--- src/rtl/video_timing_pkg.sv ---
// video_timing_pkg: default 640x480 geometry, line/frame total helpers and the sync bundle type
package video_timing_pkg;

    localparam int DEF_H_ACTIVE = 640;
    localparam int DEF_H_FP     = 16;
    localparam int DEF_H_SYNC   = 96;
    localparam int DEF_H_BP     = 48;
    localparam int DEF_V_ACTIVE = 480;
    localparam int DEF_V_FP     = 10;
    localparam int DEF_V_SYNC   = 2;
    localparam int DEF_V_BP     = 33;

    // Pixel divider counter width; covers divide ratios up to 16
    localparam int DIV_W = 4;

    typedef struct packed {
        logic hsync;
        logic vsync;
        logic de;
    } sync_t;

    function automatic int h_total(input int active, input int fp, input int sync, input int bp);
        return active + fp + sync + bp;
    endfunction

    function automatic int v_total(input int active, input int fp, input int sync, input int bp);
        return active + fp + sync + bp;
    endfunction

endpackage

--- src/rtl/pixel_tick_div.sv ---
// pixel_tick_div: divides clk by PIX_DIV into a one-cycle pixel tick, frozen while en_i is low
module pixel_tick_div
    import video_timing_pkg::*;
#(
    parameter int PIX_DIV = 2
) (
    input  logic clk,
    input  logic n_rst,
    input  logic en_i,
    output logic tick_o
);

    localparam logic [DIV_W-1:0] DIV_LAST = DIV_W'(PIX_DIV - 1);

    logic [DIV_W-1:0] div_q, div_d;
    logic             tick_q, tick_d;
    logic             wrap;

    // Count phase; the tick is held rather than cleared while disabled so a pending pixel survives a freeze
    always_comb begin
        wrap   = div_q == DIV_LAST;
        div_d  = !en_i ? div_q : wrap ? '0 : div_q + DIV_W'(1);
        tick_d = en_i ? wrap : tick_q;
    end

    // Divider phase and tick registers
    always_ff @(posedge clk or negedge n_rst) begin
        if (!n_rst) begin
            div_q  <= '0;
            tick_q <= 1'b0;
        end else begin
            div_q  <= div_d;
            tick_q <= tick_d;
        end
    end

    assign tick_o = tick_q & en_i;

endmodule

--- src/rtl/video_timing_gen.sv ---
// video_timing_gen: parametrised raster timing (tick, col/row, syncs, de, frame address, line/frame pulses)
// Optional frame counter output enabled by defining VTG_FRAME_CNT_EN.
module video_timing_gen
    import video_timing_pkg::*;
#(
    parameter int   CNT_W    = 10,
    parameter int   ADDR_W   = 20,
    parameter int   PIX_DIV  = 2,
    parameter int   H_ACTIVE = DEF_H_ACTIVE,
    parameter int   H_FP     = DEF_H_FP,
    parameter int   H_SYNC   = DEF_H_SYNC,
    parameter int   H_BP     = DEF_H_BP,
    parameter int   V_ACTIVE = DEF_V_ACTIVE,
    parameter int   V_FP     = DEF_V_FP,
    parameter int   V_SYNC   = DEF_V_SYNC,
    parameter int   V_BP     = DEF_V_BP,
    parameter logic HS_POL   = 1'b0,
    parameter logic VS_POL   = 1'b0
) (
    input  logic              clk,
    input  logic              n_rst,
    input  logic              enable,
    output logic              pixel_tick,
    output logic [CNT_W-1:0]  col,
    output logic [CNT_W-1:0]  row,
    output logic              hsync,
    output logic              vsync,
    output logic              de,
    output logic [ADDR_W-1:0] addr,
    output logic              line_end,
    output logic              frame_end
`ifdef VTG_FRAME_CNT_EN
    ,
    output logic [15:0]       frame_cnt
`endif
);

    localparam int H_TOTAL = h_total(H_ACTIVE, H_FP, H_SYNC, H_BP);
    localparam int V_TOTAL = v_total(V_ACTIVE, V_FP, V_SYNC, V_BP);

    localparam logic [CNT_W-1:0] H_LAST   = CNT_W'(H_TOTAL - 1);
    localparam logic [CNT_W-1:0] V_LAST   = CNT_W'(V_TOTAL - 1);
    localparam logic [CNT_W-1:0] H_ACT    = CNT_W'(H_ACTIVE);
    localparam logic [CNT_W-1:0] V_ACT    = CNT_W'(V_ACTIVE);
    localparam logic [CNT_W-1:0] HS_FIRST = CNT_W'(H_ACTIVE + H_FP);
    localparam logic [CNT_W-1:0] HS_LAST  = CNT_W'(H_ACTIVE + H_FP + H_SYNC - 1);
    localparam logic [CNT_W-1:0] VS_FIRST = CNT_W'(V_ACTIVE + V_FP);
    localparam logic [CNT_W-1:0] VS_LAST  = CNT_W'(V_ACTIVE + V_FP + V_SYNC - 1);

    logic              tick;
    logic              h_wrap, v_wrap;
    logic [CNT_W-1:0]  col_q, col_d, row_q, row_d;
    logic [ADDR_W-1:0] addr_q, addr_d;
    sync_t             sync_q, sync_d;

    pixel_tick_div #(
        .PIX_DIV(PIX_DIV)
    ) u_div (
        .clk   (clk),
        .n_rst (n_rst),
        .en_i  (enable),
        .tick_o(tick)
    );

    // Next position and address; syncs/de decode the next position so they stay aligned with col/row
    always_comb begin
        h_wrap       = col_q == H_LAST;
        v_wrap       = row_q == V_LAST;
        col_d        = !tick ? col_q : h_wrap ? '0 : col_q + CNT_W'(1);
        row_d        = !(tick && h_wrap) ? row_q : v_wrap ? '0 : row_q + CNT_W'(1);
        addr_d       = !tick ? addr_q : (h_wrap && v_wrap) ? '0 : sync_q.de ? addr_q + ADDR_W'(1) : addr_q;
        sync_d.hsync = (col_d >= HS_FIRST && col_d <= HS_LAST) ? HS_POL : ~HS_POL;
        sync_d.vsync = (row_d >= VS_FIRST && row_d <= VS_LAST) ? VS_POL : ~VS_POL;
        sync_d.de    = (col_d < H_ACT) && (row_d < V_ACT);
    end

    // Position, address and sync bundle registers; origin is inside the active region
    always_ff @(posedge clk or negedge n_rst) begin
        if (!n_rst) begin
            col_q  <= '0;
            row_q  <= '0;
            addr_q <= '0;
            sync_q <= '{hsync: ~HS_POL, vsync: ~VS_POL, de: 1'b1};
        end else begin
            col_q  <= col_d;
            row_q  <= row_d;
            addr_q <= addr_d;
            sync_q <= sync_d;
        end
    end

    assign pixel_tick = tick;
    assign col        = col_q;
    assign row        = row_q;
    assign addr       = addr_q;
    assign hsync      = sync_q.hsync;
    assign vsync      = sync_q.vsync;
    assign de         = sync_q.de;
    assign line_end   = tick & h_wrap;
    assign frame_end  = line_end & v_wrap;

`ifdef VTG_FRAME_CNT_EN
    logic [15:0] fcnt_q, fcnt_d;

    // Frame counter advances on each frame pulse and wraps at 16 bits
    always_comb begin
        fcnt_d = frame_end ? fcnt_q + 16'd1 : fcnt_q;
    end

    // Frame counter register
    always_ff @(posedge clk or negedge n_rst) begin
        if (!n_rst) begin
            fcnt_q <= '0;
        end else begin
            fcnt_q <= fcnt_d;
        end
    end

    assign frame_cnt = fcnt_q;
`endif

endmodule

--- config.mk ---
export PLATFORM = sky130hd
export DESIGN_NAME = video_timing_gen
export DESIGN_NICKNAME = d
export VERILOG_FILES = /design/src/rtl/video_timing_pkg.sv /design/src/rtl/pixel_tick_div.sv /design/src/rtl/video_timing_gen.sv
export SDC_FILE = /design/constraint.sdc
export NUM_CORES = 1
export LEC_CHECK = 0
export BUFFER_PORTS_ARGS = -buffer_cell sky130_fd_sc_hd__buf_2
export CAP_MARGIN = 10
export CORE_MARGIN = 2
export CORE_UTILIZATION = 55
export DETAILED_ROUTE_END_ITERATION = 6
export PLACE_DENSITY = 0.79
export SYNTH_ARGS = -nofsm -noshare
export SYNTH_HDL_FRONTEND = slang
export SYNTH_SLANG_ARGS = --single-unit
--- constraint.sdc ---
create_clock -name clk -period 2.83 [get_ports clk]
set_input_delay 0.4245 -clock clk [delete_from_list [all_inputs] [get_ports clk]]
set_output_delay 0.4245 -clock clk [all_outputs]
set_load 0.01 [all_outputs]
=== After elaboration in Yosys (flattened, before gate mapping) ===
Index checks and enable logic that the tools add are counted.

* Logic and storage cells: 40
* Register bits: 48
* Output and inout port bits: 46

* Multiplexer cells: 9
* Add/subtract/negate cells: 4
* Bitwise gates (word level): 3
* Magnitude comparators: 6
* Eq/ne operators: 3
* Reduce and logical (&&, ||, !) cells: 7

{| class="wikitable"
|+ Operator list
! kind !! number
|-
| 10-bit 2-to-1 mux || 4
|-
| 20-bit 2-to-1 mux || 2
|-
| 10-bit by 1-bit adder with 10-bit output, second input constant || 2
|-
| 20-bit by 1-bit adder with 20-bit output, second input constant || 1
|-
| 10-bit equality test, second input constant || 2
|-
| 10-bit greater-or-equal comparator, second input constant || 1
|-
| 10-bit by 9-bit greater-or-equal comparator with 1-bit output, second input constant || 1
|-
| 10-bit less-or-equal comparator, second input constant || 1
|-
| 10-bit by 9-bit less-or-equal comparator with 1-bit output, second input constant || 1
|-
| 10-bit less-than comparator, second input constant || 1
|-
| 10-bit by 9-bit less-than comparator with 1-bit output, second input constant || 1
|-
| 1-bit logical AND || 5
|-
| 4-bit by 1-bit adder with 4-bit output, second input constant || 1
|-
| 4-bit by 1-bit equality test with 1-bit output, second input constant || 1
|-
| 4-bit 2-to-1 mux || 1
|-
| 1-bit AND || 3
|-
| 1-bit 2-to-1 mux || 2
|-
| 2-bit AND reduction || 1
|-
| 2-bit nonzero test || 1
|}

=== Longest topological paths before layout ===
* Depth in word-level cells: 6
* Gate-level depth with buffers: 9
* Mapped depth without buffers: 7

=== Modules after synthesis ===
A second synthesis with hierarchy kept.

* Cell total of the unflattened synthesis: 287
* Area total of the unflattened synthesis: 2,713.9 um2

{| class="wikitable"
|+ By module, submodules not included
! module !! times used !! cells each !! area an instance (um2)
|-
| video_timing_gen || 1 || 270 || 2,491.1
|-
| pixel_tick_div || 1 || 17 || 222.7
|}

=== Worst setup path before layout ===
Ideal clock, no wire load.

* Path kind: reg2out
* From: register col_q[0], in the netlist col[0]
* To: output port frame_end
* Stages on the path, launching flop included: 7
* Arrival: 2.356 ns
* Path slack: 0.050 ns
* Path through: dfrtp_1 ha_1 or3b_4 nor4_1 and2_1 buf_2 clkbuf_1

* Longest elaborated chain between the ends: 3

{| class="wikitable"
|+ RTL lines
! item !! line !! source
|-
| from (decl) || video_timing_gen.sv:52 || <nowiki>logic [CNT_W-1:0] col_q, col_d, row_q, row_d;</nowiki>
|-
| from (signal assigned) || video_timing_gen.sv:85 || <nowiki>col_q <= col_d;</nowiki>
|-
| 10-bit equality test || video_timing_gen.sv:67 || <nowiki>h_wrap = col_q == H_LAST;</nowiki>
|-
| 1-bit AND || video_timing_gen.sv:99 || <nowiki>assign line_end = tick & h_wrap;</nowiki>
|-
| via line_end || video_timing_gen.sv:30 || <nowiki>output logic line_end,</nowiki>
|-
| 1-bit AND || video_timing_gen.sv:100 || <nowiki>assign frame_end = line_end & v_wrap;</nowiki>
|-
| to (decl) || video_timing_gen.sv:31 || <nowiki>output logic frame_end</nowiki>
|}

The timed path passes the listed nets, and every way through them passes these cells.

==> results.json <==
{
  "status": "completed",
  "synthCells": 266,
  "hold_violations": 0,
  "fillCellCount": 396,
  "grt_pass1_wl_um": 10100,
  "path_clk_slew_ns": 0.09,
  "overflow": 0,
  "core_area_mm2": 0.00463,
  "path_cells": "ha_1 > or3b_4 > or3_1 > nor4_2 > o221a_2 > or4b_1",
  "cp.arrival_ns": 2.88,
  "r2r_setup_slack_ns": 0.17,
  "drc_errors": 0,
  "clockRootBuffer": "clkbuf_8",
  "setup_slack_ns": 0.166,
  "drtIter0Drc": 133,
  "initial_core_util_pct": 56.2,
  "peakVddDrop_mv": 0.519,
  "post_cts_buffers": 0,
  "synth-edff-count": 0,
  "ys_seq_elements": 48,
  "cts_max_level": 2,
  "total_power_mw": 1.71,
  "cts_buffers": 5,
  "wl_per_cell_um": 15.8,
  "via_per_inst": 6.03,
  "dpl.hpwl_um": 4200,
  "timing.hold.ws_ns": 0.0337,
  "fin_crit_sh_pct": 94.1,
  "slowest_delay_ns": 0.50,
  "clockBufferDepth": 2,
  "fin_skew_ns": 0.00698,
  "vias": 2272,
  "postSynthAreaPerCell_um2": 9.78,
  "end_kind": "flip-flop",
  "num_antenna_cells": 0,
  "setup.worst_path.class": "reg -> reg",
  "detail-route-antenna-nets": 0,
  "grt_pass1_vias": 2108,
  "synthFlopType": "dfrtp_1",
  "slew_headroom_pct": 63.5,
  "holdBufCountCts": 0,
  "dpl_cell_area_mm2": 0.00294,
  "ios": 49,
  "slowest_stage": "or3_1",
  "rows": 25,
  "grt_max_degree": 33,
  "firstDrtPassIters": 4,
  "maxCapViolCount": 0,
  "powerDensity_mw_per_mm2": 566,
  "die_w_um": 72.8,
  "setup_viol": 0,
  "clock-sinks": 48,
  "layout-drive-gt1-share_pct": 26.6,
  "min_period_ns": 2.66,
  "grt_usage_pct": 24.1,
  "synth_warnings": 0,
  "rsz0062_at_grt": "false",
  "critPathMaxFanout": 9,
  "worst_slew_pin_slew_ns": 0.547,
  "worstPathRequired_ns": 3.05,
  "async_reset_ff_share_pct": 100,
  "worst_setup_path_start_kind": "flip-flop",
  "crit_buf_inv": 0,
  "wl_um": 5970,
  "design_area_mm2": 0.00303,
  "area.growth.synth_to_final_pct": 16.2,
  "die_y_um": 72.8,
  "cts_tree": "yes",
  "fin_nets": 329,
  "power_leakage_nw": 1.47,
  "clk_latency_ns": 0.30,
  "clock.fmax_mhz": 375,
  "finalMaxSlewViolations": 0,
  "syn_area_mm2": 0.00260,
  "antenna_found_initial": 0,
  "setup_tns_ns": 0,
  "critPathTopFamily": "simple AND/OR/NAND/NOR gates",
  "post_cts_resize_count": 0,
  "synth_cell_types": 52,
  "hp-class": "in -> async",
  "final_cell_count_no_fill": 377,
  "die_area_mm2": 0.00530,
  "dp.cells": 369,
  "numPortBuffers": 48,
  "final_core_util_pct": 65.4,
  "syn_nets": 273,
  "place.gp.congestion": 0.876,
  "place_ws_ns": 0.199,
  "yosysSeqAreaShare_pct": 46.3
}
-- cell usage after synthesis (all sizes together), types with 2 or more instances --
| master | instances | area, um2 |
|---|---|---|
| nor4 | 11 | 96.3 |
| xnor2 | 10 | 87.6 |
| o21ai | 9 | 45.0 |
| and3 | 4 | 25.0 |
| or3 | 5 | 31.3 |
| o31a | 2 | 18.8 |
| o31ai | 5 | 37.5 |
| nand4b | 3 | 26.3 |
| mux2 | 3 | 33.8 |
| a211oi | 2 | 15.0 |
| nor3 | 6 | 30.0 |
| buf | 6 | 38.8 |
| ha | 4 | 50.1 |
| inv | 9 | 33.8 |
| or4 | 5 | 37.5 |
| or2 | 3 | 18.8 |
| dfstp | 3 | 78.8 |
| mux2i | 2 | 20.0 |
| nand3 | 9 | 45.0 |
| dfrtp | 45 | 1130 |
| nand2 | 26 | 97.6 |
| nor2 | 26 | 97.6 |
| and2 | 2 | 12.5 |
| a21oi | 9 | 48.8 |
| xor2 | 18 | 158 |
| or3b | 2 | 20.0 |
| clkbuf | 4 | 16.3 |
| nand4 | 16 | 100 |
| and4 | 3 | 26.3 |
-- final cells by class --
| class | count | area [um2] | share of cell area [%] |
|---|---|---|---|
| Clock buffer | 5 | 68.8 | 2.27 |
| Clock inverter | 3 | 18.8 | 0.620 |
| Inverter | 9 | 33.8 | 1.12 |
| Multi-Input combinational cell | 199 | 1310 | 43.3 |
| Sequential cell | 48 | 1200 | 39.8 |
| Tap cell | 54 | 67.6 | 2.23 |
| Timing Repair Buffer | 59 | 323 | 10.7 |
-- metal layers --
metal | part of all wire [%] | wire (um) | global-route usage, % | vias up
li1 | - | - | - | 1085
met1 | 45 | 2700 | 32.6 | 1102
met2 | 48 | 2890 | 39.4 | 77
met3 | 5.3 | 319 | 4.42 | 8
met4 | 1.1 | 63 | 7.82 | 0
met5 | 0 | 0 | 0 | -
-- path summary, 6_finish.rpt --
check / startpoint / cells after the start / to
min reg2reg: u_div.div_q[3] / 1 / u_div.div_q[3]
max: col[0] / 6 / vsync
min: n_rst / 1 / addr[3]
max in group asynchronous: n_rst / 2 / hsync
min in group clk: enable / 2 / u_div.div_q[0]
max reg2reg: col[0] / 6 / vsync
-- flip-flops by register name, summed over array words and instances, names as in the netlist --
signal and flops:
de 1, row 10, hsync 1, addr 20
col 10, vsync 1, u_div.div_q 4, u_div.tick_q 1
-- cell usage in the layout (no fill, tap or decap), types with 2 or more instances in the layout --
cell / Yosys / routed
nor3_1: 6 / 6
or3_1: 5 / 5
and4_1: 3 / 3
clkinv_2: 0 / 2
nand2_1: 26 / 26
inv_1: 9 / 9
a21oi_1: 8 / 8
mux2i_1: 2 / 2
or2_2: 3 / 3
nor2_1: 26 / 26
xnor2_1: 10 / 10
dfrtp_1: 45 / 45
or4_1: 5 / 5
a211oi_1: 2 / 2
and2_1: 2 / 2
buf_4: 2 / 11
nand4b_1: 3 / 3
clkbuf_8: 0 / 5
and3_1: 4 / 4
dfstp_2: 3 / 3
buf_2: 1 / 48
nor4_2: 2 / 2
nor4_1: 8 / 8
nand4_1: 16 / 16
nand3_1: 9 / 9
o31ai_1: 5 / 5
xor2_1: 18 / 18
o21ai_0: 9 / 9
ha_1: 4 / 4
mux2_2: 3 / 3
-- kinds of logic (layout without fill, tap and decap cells) --
logic type / after synthesis / after routing / share of synthesized area [%]
fa+ha+maj: 4 / 4 / 1.92
compound gates: 35 / 35 / 9.23
simple gates: 127 / 127 / 27.6
buf+inv: 19 / 76 / 3.41
mux: 5 / 5 / 2.07
xor+xnor: 28 / 28 / 9.42
flops: 48 / 48 / 46.3
-- power breakdown --
part           internal, mW  switching [mW]  leakage [nW]  total [mW]
logic                 0.173           0.228         0.801       0.401
clock network         0.173           0.238        0.0479       0.411
registers             0.769           0.133         0.619       0.902
(Power assumes the default switching activity.)
